`src/rtl/rx_pkg.sv`:
```
// Shared types and default sizes for the receive unstuff/shift stage.
package rx_pkg;

  typedef enum logic [1:0] {
    IDLE  = 2'd0,
    RECV  = 2'd1,
    ERROR = 2'd2
  } rx_us_state_t;

  localparam int unsigned RX_DATA_W    = 8;
  localparam int unsigned RX_STUFF_LEN = 6;

endpackage

```
`src/rtl/rx_unstuff_shifter_if.sv`:
```
// Serial-in / byte-out bundle between the NRZI decoder side and the receive controller.
// Optional align_err signal exists when RX_ALIGN_ERR_EN is defined.
interface rx_unstuff_shifter_if
  import rx_pkg::*;
#(
  parameter int unsigned DATA_W = RX_DATA_W
);

  logic              d_orig;
  logic              shift_enable;
  logic              eop;
  logic              rcving;
  logic [DATA_W-1:0] rx_data;
  logic              byte_valid;
  logic              stuff_err;
`ifdef RX_ALIGN_ERR_EN
  logic              align_err;
`endif

  modport master (
    output d_orig, shift_enable, eop, rcving,
    input  rx_data, byte_valid, stuff_err
`ifdef RX_ALIGN_ERR_EN
    , input align_err
`endif
  );

  modport slave (
    input  d_orig, shift_enable, eop, rcving,
    output rx_data, byte_valid, stuff_err
`ifdef RX_ALIGN_ERR_EN
    , output align_err
`endif
  );

endinterface

```
`src/rtl/rx_bit_counter.sv`:
```
// Clearable up-counter with enable; flags when the count equals TERM. Clear wins over enable.
module rx_bit_counter #(
  parameter int unsigned W    = 4,
  parameter int unsigned TERM = 7
) (
  input  logic clk,
  input  logic n_rst,
  input  logic clr,
  input  logic en,
  output logic at_term_c
);

  logic [W-1:0] cnt;

  always_ff @(posedge clk or negedge n_rst) begin
    if (!n_rst)   cnt <= '0;
    else if (clr) cnt <= '0;
    else if (en)  cnt <= cnt + W'(1);
  end

  assign at_term_c = (cnt == W'(TERM));

endmodule

```
`src/rtl/rx_unstuff_shifter.sv`:
```
// Removes USB stuffed bits from the decoded stream and assembles LSB-first bytes.
// Build option RX_ALIGN_ERR_EN adds an align_err pulse for eop arriving mid-byte.
module rx_unstuff_shifter
  import rx_pkg::*;
#(
  parameter int unsigned DATA_W    = RX_DATA_W,
  parameter int unsigned STUFF_LEN = RX_STUFF_LEN
) (
  input logic                  clk,
  input logic                  n_rst,
  rx_unstuff_shifter_if.slave  bus
);

  localparam int unsigned BIT_W  = $clog2(DATA_W + 1);
  localparam int unsigned ONES_W = $clog2(STUFF_LEN + 1);

  rx_us_state_t      state;
  logic [DATA_W-1:0] shift_q;
  logic              bit_last_c;
  logic              stuff_slot_c;
  logic              rcv_c;
  logic              bit_ev_c;
  logic              eop_ev_c;
  logic              data_ev_c;
  logic              byte_done_c;
  logic [DATA_W-1:0] shift_nxt_c;

  assign rcv_c        = (state == RECV) && bus.rcving;
  assign bit_ev_c     = rcv_c && bus.shift_enable && !bus.eop;
  assign eop_ev_c     = rcv_c && bus.shift_enable && bus.eop;
  assign data_ev_c    = bit_ev_c && !stuff_slot_c;
  assign byte_done_c  = data_ev_c && bit_last_c;
  assign shift_nxt_c  = {bus.d_orig, shift_q[DATA_W-1:1]};

  // Data bits in the current byte; terminal flag marks the last bit slot.
  rx_bit_counter #(.W(BIT_W), .TERM(DATA_W - 1)) u_bit_cnt (
    .clk       (clk),
    .n_rst     (n_rst),
    .clr       (!bus.rcving || eop_ev_c || byte_done_c),
    .en        (data_ev_c),
    .at_term_c (bit_last_c)
  );

  // Run of consecutive 1s; carries across byte boundaries.
  rx_bit_counter #(.W(ONES_W), .TERM(STUFF_LEN)) u_ones_cnt (
    .clk       (clk),
    .n_rst     (n_rst),
    .clr       (!bus.rcving || eop_ev_c || (bit_ev_c && !bus.d_orig)),
    .en        (data_ev_c && bus.d_orig),
    .at_term_c (stuff_slot_c)
  );

`ifdef RX_ALIGN_ERR_EN
  logic partial_q;

  always_ff @(posedge clk or negedge n_rst) begin
    if (!n_rst) begin
      partial_q     <= 1'b0;
      bus.align_err <= 1'b0;
    end else begin
      bus.align_err <= eop_ev_c && partial_q;
      if (!bus.rcving || eop_ev_c || byte_done_c) partial_q <= 1'b0;
      else if (data_ev_c)                         partial_q <= 1'b1;
    end
  end
`endif

  always_ff @(posedge clk or negedge n_rst) begin
    if (!n_rst) begin
      state          <= IDLE;
      shift_q        <= '0;
      bus.rx_data    <= '0;
      bus.byte_valid <= 1'b0;
      bus.stuff_err  <= 1'b0;
    end else begin
      bus.byte_valid <= 1'b0;
      if (!bus.rcving) begin
        state         <= IDLE;
        bus.stuff_err <= 1'b0;
      end else begin
        case (state)
          IDLE: state <= RECV;
          RECV: begin
            if (data_ev_c) shift_q <= shift_nxt_c;
            if (byte_done_c) begin
              bus.rx_data    <= shift_nxt_c;
              bus.byte_valid <= 1'b1;
            end
            // A 1 in the stuff slot is a protocol violation; park until rcving drops.
            if (bit_ev_c && stuff_slot_c && bus.d_orig) begin
              bus.stuff_err <= 1'b1;
              state         <= ERROR;
            end
          end
          ERROR:   state <= ERROR;
          default: state <= IDLE;
        endcase
      end
    end
  end

endmodule

```
`src/flat_wrapper.sv`:
```
// flat-port wrapper written by rule: the top's interface ports become plain ports
module rx_unstuff_shifter_flat import rx_pkg::*;
#(
  parameter int unsigned DATA_W    = RX_DATA_W,
  parameter int unsigned STUFF_LEN = RX_STUFF_LEN
)
  (clk, n_rst, bus_d_orig, bus_shift_enable, bus_eop, bus_rcving, bus_rx_data, bus_byte_valid, bus_stuff_err);
  rx_unstuff_shifter_if #(.DATA_W(DATA_W)) bus_i ();
  input logic clk;
  input logic n_rst;
  input wire logic [$bits(bus_i.d_orig)-1:0] bus_d_orig;
  input wire logic [$bits(bus_i.shift_enable)-1:0] bus_shift_enable;
  input wire logic [$bits(bus_i.eop)-1:0] bus_eop;
  input wire logic [$bits(bus_i.rcving)-1:0] bus_rcving;
  output wire logic [$bits(bus_i.rx_data)-1:0] bus_rx_data;
  output wire logic [$bits(bus_i.byte_valid)-1:0] bus_byte_valid;
  output wire logic [$bits(bus_i.stuff_err)-1:0] bus_stuff_err;
  assign bus_i.d_orig = bus_d_orig;
  assign bus_i.shift_enable = bus_shift_enable;
  assign bus_i.eop = bus_eop;
  assign bus_i.rcving = bus_rcving;
  assign bus_rx_data = bus_i.rx_data;
  assign bus_byte_valid = bus_i.byte_valid;
  assign bus_stuff_err = bus_i.stuff_err;
  rx_unstuff_shifter #(.DATA_W(DATA_W), .STUFF_LEN(STUFF_LEN)) u_core (.clk(clk), .n_rst(n_rst), .bus(bus_i));
endmodule
```
`config.mk`:
```
export PLATFORM = sky130hd
export DESIGN_NAME = rx_unstuff_shifter_flat
export DESIGN_NICKNAME = d
export VERILOG_FILES = /design/src/rtl/rx_pkg.sv /design/src/rtl/rx_unstuff_shifter_if.sv /design/src/rtl/rx_bit_counter.sv /design/src/rtl/rx_unstuff_shifter.sv /design/src/flat_wrapper.sv
export SDC_FILE = /design/constraint.sdc
export NUM_CORES = 1
export LEC_CHECK = 0
export ABC_AREA = 1
export CAP_MARGIN = 30
export CORE_MARGIN = 3
export CORE_UTILIZATION = 24
export CTS_CLUSTER_DIAMETER = 200
export DETAILED_ROUTE_END_ITERATION = 8
export HOLD_SLACK_MARGIN = 0.05
export RECOVER_POWER = 25
export SYNTH_ARGS = -nofsm -noshare
export SYNTH_HDL_FRONTEND = slang
export SYNTH_SLANG_ARGS = --single-unit
```
`constraint.sdc`:
```
create_clock -name clk -period 1.55 [get_ports clk]
set_input_delay 0.155 -clock clk [delete_from_list [all_inputs] [get_ports clk]]
set_output_delay 0.155 -clock clk [all_outputs]
set_load 0.1 [all_outputs]
```
Word level (Yosys, flattened, before mapping)
Cells that the tools add are included.
{"block": "totals", "regBits": 27, "inputBits": 6, "output_inout_bits": 10, "elab_cells": 52}
{"block": "op_classes", "n_addsub": 2, "eq_ne": 7, "mux": 13, "reduce_logical": 23}
{"op": "$logic_and 1x1->1", "count": 10}
{"op": "$mux 4", "count": 2}
{"op": "$mux 1", "count": 6}
{"op": "$mux 3", "count": 2}
{"op": "$pmux 2 s3", "count": 1}
{"op": "$reduce_and 3->1", "count": 2}
{"op": "$add 4x1->4 const B", "count": 1}
{"op": "$eq 4x3->1 const B", "count": 1}
{"op": "$logic_not 1->1", "count": 4}
{"op": "$mux 2", "count": 2}
{"op": "$ne 2x1->1 const B", "count": 2}
{"op": "$reduce_bool 2->1", "count": 2}
{"op": "$add 3x1->3 const B", "count": 1}
{"op": "$eq 3x3->1 const B", "count": 1}
{"op": "$logic_or 1x1->1", "count": 3}
{"op": "$ne 3x3->1 const B", "count": 1}
{"op": "$eq 2x1->1 const B", "count": 1}
{"op": "$eq 2x2->1 const B", "count": 1}
{"op": "$logic_not 2->1", "count": 1}
{"op": "$reduce_and 2->1", "count": 1}

Depth between registers and ports, before layout
Gate-level depths: netlist of the first run.
{"block": "logic_depth", "ltp_word": 9, "depth_mapped": 8, "depth_no_buf": 8}

Modules after synthesis
Synthesis of the first run repeated with hierarchy kept, for this count alone.
{"block": "hier_totals", "cells_unflattened": 147, "area_unflattened_um2": 1236.2}
{"mod": "rx_unstuff_shifter", "n_inst": 1, "cells_each": 103, "area_per_inst_um2": 872.1, "seq_area_each_um2": 475.5}
{"mod": "rx_bit_counter at u_core.u_bit_cnt", "n_inst": 1, "cells_each": 25, "area_per_inst_um2": 197.7, "seq_area_each_um2": 100.1}
{"mod": "rx_bit_counter at u_core.u_ones_cnt", "n_inst": 1, "cells_each": 19, "area_per_inst_um2": 166.4, "seq_area_each_um2": 75.1}

Worst setup path after synthesis of the first run
No wires, ideal clock.
{"block": "synth_path", "path_kind": "flip-flop to flip-flop", "startpoint": "register u_core.state[1]", "endpoint": "register u_core.bus.rx_data[5]", "setup_time_ps": 122, "t_arrival_ps": 1268, "required_ps": 1428, "slack_ps": 160, "path_stages_with_launch": 9, "path_buffers": 1, "period_less_slack_ps": 1390, "cell_sequence": "dfrtp_1 > inv_1 > ha_1 > nand3_2 > nor2_4 > nand3_4 > buf_6 > nand2_1 > o21ai_2"}
{"block": "synth_between", "elab_chain_len": 7}
{"element": "from (decl)", "line": "rx_unstuff_shifter.sv:17", "text": "rx_us_state_t state;"}
{"element": "from (signal assigned)", "line": "rx_unstuff_shifter.sv:70", "text": "state <= IDLE;"}
{"element": "from (signal assigned)", "line": "rx_unstuff_shifter.sv:78", "text": "state <= IDLE;"}
{"element": "from (signal assigned)", "line": "rx_unstuff_shifter.sv:82", "text": "IDLE: state <= RECV;"}
{"element": "$eq 2x1->1 *", "line": "rx_unstuff_shifter.sv:28, rx_unstuff_shifter.sv:81"}
{"element": "$logic_and 1x1->1", "line": "rx_unstuff_shifter.sv:28", "text": "assign rcv_c = (state == RECV) && bus.rcving;"}
{"element": "$logic_and 1x1->1 (2 in a row)", "line": "rx_unstuff_shifter.sv:29", "text": "assign bit_ev_c = rcv_c && bus.shift_enable && !bus.eop;"}
{"element": "$logic_and 1x1->1", "line": "rx_unstuff_shifter.sv:31", "text": "assign data_ev_c = bit_ev_c && !stuff_slot_c;"}
{"element": "$logic_and 1x1->1", "line": "rx_unstuff_shifter.sv:32", "text": "assign byte_done_c = data_ev_c && bit_last_c;"}
{"element": "$reduce_and 3->1 (no source line) *"}
{"element": "to (signal assigned)", "line": "rx_unstuff_shifter.sv:86", "text": "bus.rx_data <= shift_nxt_c;"}
{"element": "to (decl)", "line": "rx_unstuff_shifter_if.sv:30", "text": "output rx_data, byte_valid, stuff_err"}
Every way passes the cells marked *; elsewhere a longest branch is shown, timed or not.
A chain may end at the register's enable or synchronous reset.

Worst setup path after layout of the first run
{"block": "layout_path", "startpoint": "register u_core.state[1]", "endpoint": "register u_core.u_ones_cnt.cnt[1]"}
{"block": "layout_between", "elab_chain_len": 7, "word_cells_on_any_way": 12, "cone_classes": "1 x eq/ne; 1 x mux; 10 x reduce/logical"}
{"element": "$eq 2x1->1 *", "line": "rx_unstuff_shifter.sv:28"}
{"element": "$logic_and 1x1->1 *", "line": "rx_unstuff_shifter.sv:28"}
{"element": "$logic_and 1x1->1 *", "line": "rx_unstuff_shifter.sv:29, rx_unstuff_shifter.sv:30"}
{"element": "$logic_and 1x1->1, on equally long branches", "line": "rx_unstuff_shifter.sv:30, rx_unstuff_shifter.sv:29"}
{"element": "$logic_or 1x1->1, or another cell as far along", "line": "rx_unstuff_shifter.sv:48", "text": ".clr (!bus.rcving || eop_ev_c || (bit_ev_c && !bus.d_orig)),"}
{"element": "$logic_or 1x1->1 or $logic_and 1x1->1 (tied branches)", "line": "rx_unstuff_shifter.sv:48, rx_unstuff_shifter.sv:49"}
{"element": "$mux 3 or $reduce_bool 2->1 (tied branches)"}
{"element": "to (signal assigned)", "line": "rx_bit_counter.sv:18", "text": "else if (en) cnt <= cnt + W'(1);"}
{"element": "to (decl)", "line": "rx_bit_counter.sv:13", "text": "logic [W-1:0] cnt;"}
Marks and branches as above.

==> results of run 1 <==
[layout by cell type, fill, tap and decap left out, drive strengths merged]
cell type,synthesis,layout
nor3,1,1
a21oi,2,2
nor2,8,8
dlygate4sd3,0,1
nand4,4,4
clkbuf,0,4
o21ai,15,15
ha,5,5
xor2,2,2
inv,22,22
bufinv,0,1
a31oi,1,1
or2,1,1
clkdlybuf4s50,0,4
nand2,37,37
nand3b,1,1
dfrtp,26,26
buf,2,19
nand3,12,12
[area by class of cell]
| class | instances | share of cell area |
|---|---|---|
| Clock buffer | 3 | 0.0228 |
| Clock inverter | 1 | 0.0166 |
| Inverter | 22 | 0.0455 |
| Multi-Input combinational cell | 89 | 0.314 |
| Sequential cell | 26 | 0.359 |
| Tap cell | 70 | 0.0483 |
| Timing Repair Buffer | 25 | 0.194 |
[through the flow]
| step | area [µm²] | setup TNS (ns) | setup WS, ns | utilization |
|---|---|---|---|---|
| floorplan | 1290 | 0 | 0.160 | - |
| global placement | 1670 | -0.0396 | -0.0225 | 0.323 |
| detailed placement | 1670 | -0.185 | -0.0400 | 0.323 |
| CTS | 1740 | 0 | 0.0247 | 0.337 |
| global route | 1810 | 0 | 0.00909 | 0.351 |
| finish | 1810 | 0 | 0.112 | 0.351 |
[Yosys cell counts (all sizes together)]
cell type | count | area, µm²
o21ai | 15 | 124
nor2 | 8 | 45.0
dfrtp | 26 | 651
ha | 5 | 62.6
nand2 | 37 | 141
nand3 | 12 | 82.6
nand3b | 1 | 7.51
or2 | 1 | 6.26
nand4 | 4 | 31.3
xor2 | 2 | 17.5
inv | 22 | 82.6
a21oi | 2 | 10.0
buf | 2 | 22.5
a31oi | 1 | 6.26
nor3 | 1 | 5.00
[power groups by stage]
stage	Combinational (mW)	Clock [mW]	Sequential, mW
floorplan	0.269	0	0.816
global placement	0.360	0	0.828
detailed placement	0.370	0	0.827
CTS	0.376	0.588	0.813
global route	0.450	0.619	0.828
finish	0.396	0.567	0.821
[worst min-delay path by stage]
stage,startpoint,endpoint,cells after the start,slack [ns]
final,n_rst,u_core.state[0],2,0.42
after global routing,n_rst,u_core.state[0],2,0.50
after CTS,n_rst,u_core.shift_q[5],2,0.26
after detailed placement,u_core.shift_q[1],u_core.bus.rx_data[0],2,0.47
after global placement,u_core.shift_q[2],u_core.shift_q[2],2,0.47
after floorplan,n_rst,u_core.bus.byte_valid,0,-0.14
[worst max-delay path, delay by kind of cell (launching register included)]
kind | cells | cell delay, ns
buffers and inverters | 1 | 0.09
adders and majority gates | 1 | 0.16
DFF | 1 | 0.41
and+or+nand+nor | 5 | 0.74
[state kept, by name, indices dropped and copies added, names as in the netlist]
| name | cells |
|---|---|
| u_core.bus.byte_valid | 1 |
| u_core.bus.rx_data | 8 |
| u_core.bus.stuff_err | 1 |
| u_core.shift_q | 7 |
| u_core.state | 2 |
| u_core.u_bit_cnt.cnt | 4 |
| u_core.u_ones_cnt.cnt | 3 |
[what timing repair did]
action                     CTS  global route
cloned                       0             0
pin swaps                    0             2
gates resized for setup      1             6
buffers inserted             0             2
hold buffers                 0             0
setup endpoints to repair    2            22
[cell families (layout without fill, tap and decap cells)]
kind of cell,count (synthesis),in the layout
buffers and inverters,24,51
AOI/OAI and AO/OA,18,18
xor gates and xnor gates,2,2
adders and majority gates,5,5
and+or+nand+nor,64,64
DFF,26,26
[routing by layer]
layer	track usage	vias up	routed length [µm]
met1	0.110	435	1110
met5	0	-	0
met4	0.0172	0	14
met2	0.139	12	1240
li1	-	496	-
met3	0.0260	2	96
==> flow_summary.ini, run 1 <==
[clock_tree]
worstSkewPairLatency_ns = 0.27
clock_path_buffers = 2
root_buffer = clkbuf_8
cts_tree = yes
cts_buffers = 3
cts.sinks = 26
htreeDepth = 1
path_clk_slew_ns = 0.09

[timing]
max_freq_mhz = 695
final.min_clock_period_ns = 1.44
grt_setup_unrepaired = no
drv_slew = 0
max_slew_margin = 0.581
hold_viol = 0
fin_crit_sh = 0.928
finalClockSkew_ns = 0.00187
worstMarginPinSlew_ns = 0.629
whs_ns = 0.421
setup_violations = 0

[critical_path]
worstPathArrival_ns = 1.66
slowest_stage = dfrtp_1
worstPathRequired_ns = 1.77
cpMostUsedCell = nand2_1
startpoint_type = flip-flop
r2r_slack_ns = 0.11
reg2regPathDepth = 7
reg2reg_from = u_core.state[1]
cp_cell_sequence = inv_2 > ha_4 > nand2_1 > nor2_4 > nand4_2 > or2_0 > nand2_1
worstPathMaxFanout = 6
cp-endpoint = u_core.u_ones_cnt.cnt[1]
r2r-end = u_core.u_ones_cnt.cnt[1]
crit_start = u_core.state[1]
crit_path_end_kind = flip-flop
cpPeakStageDelay_ns = 0.41
critPathKind = flip-flop to flip-flop

[drt]
post_drt_wl_per_cell_um = 10.4
drt_iter0_drc = 33
firstDrtPassIters = 4
wl_mm = 2.46
drc = 0
antenna_left = 0
vias = 945
vias_per_cell = 4.00

[power]
pwr-share-seq = 0.460
ir_worst_vdd_mv = 0.453
cell_internal_pwr_mw = 1.26
pwr_density_cell_mw_per_mm2 = 984
power_leakage_nw = 0.858
p_sw_mw = 0.522
switching_share = 0.293
pwr-share-clk = 0.318
combPwrFrac = 0.222
total_power_mw = 1.78

[placement]
dp_cells = 230
finalWeightedCongestion = 0.771
hpwl_mm = 1.77
port_buffers = 15

[synthesis]
synth_compound_gate_area_share = 0.108
yosys_warnings = 0
synth_area_mm2 = 0.00129
ys_seq_elements = 26
syn_nets = 150
synth_top_family_by_area = simple AND/OR/NAND/NOR gates
syn_avg_cell_area_um2 = 9.32
ys_types = 22
yosysSeqAreaShare = 0.502
synth_cells = 139
synthMuxAreaShare = 0
synthSimpleGateAreaFrac = 0.246
post_synth_xor_area_fraction = 0.0135
synthAdderAreaFrac = 0.0483

[global_route]
grt_pass1_wl_mm = 4.26
grt.total_usage = 0.0846
grt_pass1_vias = 949
overflow = 0
antenna_found_initial = 0
grt_max_degree = 27

[finish]
antenna_cells = 0
nets = 178
fillers = 502
drive_gt1_frac = 0.283
syn_to_final_growth_pct = 40.0
multiInputGateArea_um2 = 569
register_area_um2 = 651
final_cells = 236

[die]
rows = 26
core_mm2 = 0.00517
dieArea_mm2 = 0.00631
dieHeight_um = 79.5
die_width_um = 79.5
start_util = 0.250
ios = 16

[run]
cap_viol_max_count = 0

[worst_hold_path]
hp-class = primary input to asynchronous set/reset pin

[status]
status = finished, final reports clean
No activity file was read; power rests on OpenSTA's default activity.
==> run 2, diff against run 1 <==
CORE_MARGIN = 1.5   (was 3)
==> run 2 against run 1 <==
Compared with the run above:
- setup slack got worse by 0.0035 ns
- flip-flop and latch count unchanged
- worst hold slack improved by 0.022 ns
- sequential power about the same
- global-route usage increased by 0.33 points
- clock power decreased by 24%
- utilization decreased by 0.29 points
- cell count decreased by 0.42%
- routed wire length decreased by 5.3%
- power decreased by 8.0%
- critical path type unchanged
- critical endpoint is now u_core.shift_q[6]
- largest cell class unchanged
==> flow_summary.ini, run 2 (synthesized netlist as in run 1, its figures left out) <==
[status]
status = finished, final reports clean

[finish]
final_area_mm2 = 0.00179
top_register = u_core.bus.rx_data
largest_reg_flops = 8
top_regs = u_core.bus.rx_data: 8 flops, u_core.shift_q: 7 flops, u_core.u_bit_cnt.cnt: 4 flops
antenna_cells = 0
utilization = 0.348
layout_common_cells = nand2_1 (35), dfrtp_1 (26), inv_1 (21)
syn_to_final_growth_pct = 38.0
drive_gt1_frac = 0.279
nets = 177
final_common_cell = nand2_1

[timing]
finalClockSkew_ns = 0.00541
drv_slew = 0
whs_ns = 0.443
max_slew_margin = 0.558
max_freq_mhz = 694
worstMarginPinSlew_ns = 0.664
fin_crit_sh = 0.930
setup_violations = 0
hold_viol = 0
final.min_clock_period_ns = 1.44

[placement]
port_buffers = 15
placed_cell_area_mm2 = 0.00168
finalWeightedCongestion = 0.780
hpwl_mm = 1.71

[critical_path]
reg2regPathDepth = 8
crit_start = u_core.state[1]
worstPathArrival_ns = 1.60
worstPathMaxFanout = 12
crit_path_end_kind = flip-flop
worstPathRequired_ns = 1.71
reg2reg_from = u_core.state[1]
startpoint_type = flip-flop
critPathKind = flip-flop to flip-flop
cp-endpoint = u_core.shift_q[6]
r2r_slack_ns = 0.11
r2r-end = u_core.shift_q[6]

[clock_tree]
cts_tree = yes
cts_buffers = 3
path_clk_slew_ns = 0.09
cts.sinks = 26
root_buffer = clkbuf_8
clock_path_buffers = 2
htreeDepth = 1
worstSkewPairLatency_ns = 0.27

[power]
ir_worst_vdd_mv = 0.360
pwr_density_cell_mw_per_mm2 = 918
power_leakage_nw = 0.850

[die]
rows = 26
dieHeight_um = 76.5
ios = 16
core_mm2 = 0.00514
die_width_um = 76.5
start_util = 0.252
dieArea_mm2 = 0.00585

[drt]
drc = 0
vias_per_cell = 4.02
antenna_left = 0
wl_mm = 2.33
drt_iter0_drc = 46
firstDrtPassIters = 4
post_drt_wl_per_cell_um = 9.90
vias = 945

[global_route]
overflow = 0
grt_max_degree = 27
antenna_found_initial = 0
grt_pass1_wl_mm = 4.11
grt.total_usage = 0.0879
grt_pass1_vias = 863

[run]
cap_viol_max_count = 0

[worst_hold_path]
hp-class = primary input to asynchronous set/reset pin
==> run 2: changes by cell type in the layout (fill, tap and decap cells not counted), sizes merged <==
cell and change:
buf -1, bufinv -1, clkbuf +1
==> run 2: stage by stage <==
step,instances,TNS (ns),setup WS [ns],power [mW]
global placement,229,0,0.0299,1.18
CTS,235,0,0.0243,1.64
global route,235,-0.00213,-0.00213,1.75
finish,235,0,0.108,1.64
detailed placement,229,-0.0311,-0.0245,1.20
floorplan,139,0,0.160,1.09
==> run 2: area by class of cell <==
| cell class | instances | area [µm²] |
|---|---|---|
| flip-flops and latches | 26 | 651 |
| clock buffers | 4 | 55.1 |
| multi-input cells | 89 | 571 |
| fillers | 545 | 3350 |
| repair buffers | 24 | 340 |
| inverters | 22 | 82.6 |
| well taps | 70 | 87.6 |
==> run 2: report_power, final <==
group	internal, mW	switching [mW]	leakage (nW)
sequential	0.765	0.0537	0.356
clock	0.227	0.206	0.0288
combinational	0.151	0.238	0.465
total	1.14	0.498	0.850
==> run 2: worst min path at each step <==
stage / startpoint / to / slack, ns / depth (start not counted)
3_3_place_gp: u_core.shift_q[4] / u_core.shift_q[4] / 0.46 / 2
5_1_grt: u_core.shift_q[4] / u_core.shift_q[4] / 0.50 / 2
6_report: n_rst / u_core.state[1] / 0.44 / 2
4_1_cts: n_rst / u_core.state[1] / 0.27 / 2
2_1_floorplan: n_rst / u_core.bus.byte_valid / -0.14 / 0
3_5_place_dp: u_core.shift_q[2] / u_core.shift_q[2] / 0.47 / 2
==> run 2: worst max-delay path, stage by stage, from the launching register on <==
cell	delay (ns)
dfrtp_1	0.41
inv_2	0.08
ha_4	0.15
nand2_1	0.10
nor2_4	0.19
nand3_4	0.12
buf_12	0.17
nand2_1	0.07
o21ai_2	0.05
==> run 2: metal layers <==
metal  share of wire  global-route usage
met2            0.49               0.136
met3           0.030              0.0311
met5               0                   0
met4          0.0073              0.0333
met1            0.48               0.113
==> run 2: what timing repair did <==
action,4_1_cts,5_1_grt
setup buffers,2,0
pin swaps,0,1
resized for setup,0,6
endpoints found under the setup margin,2,21
hold endpoints to repair,0,0
hold buffers,0,0
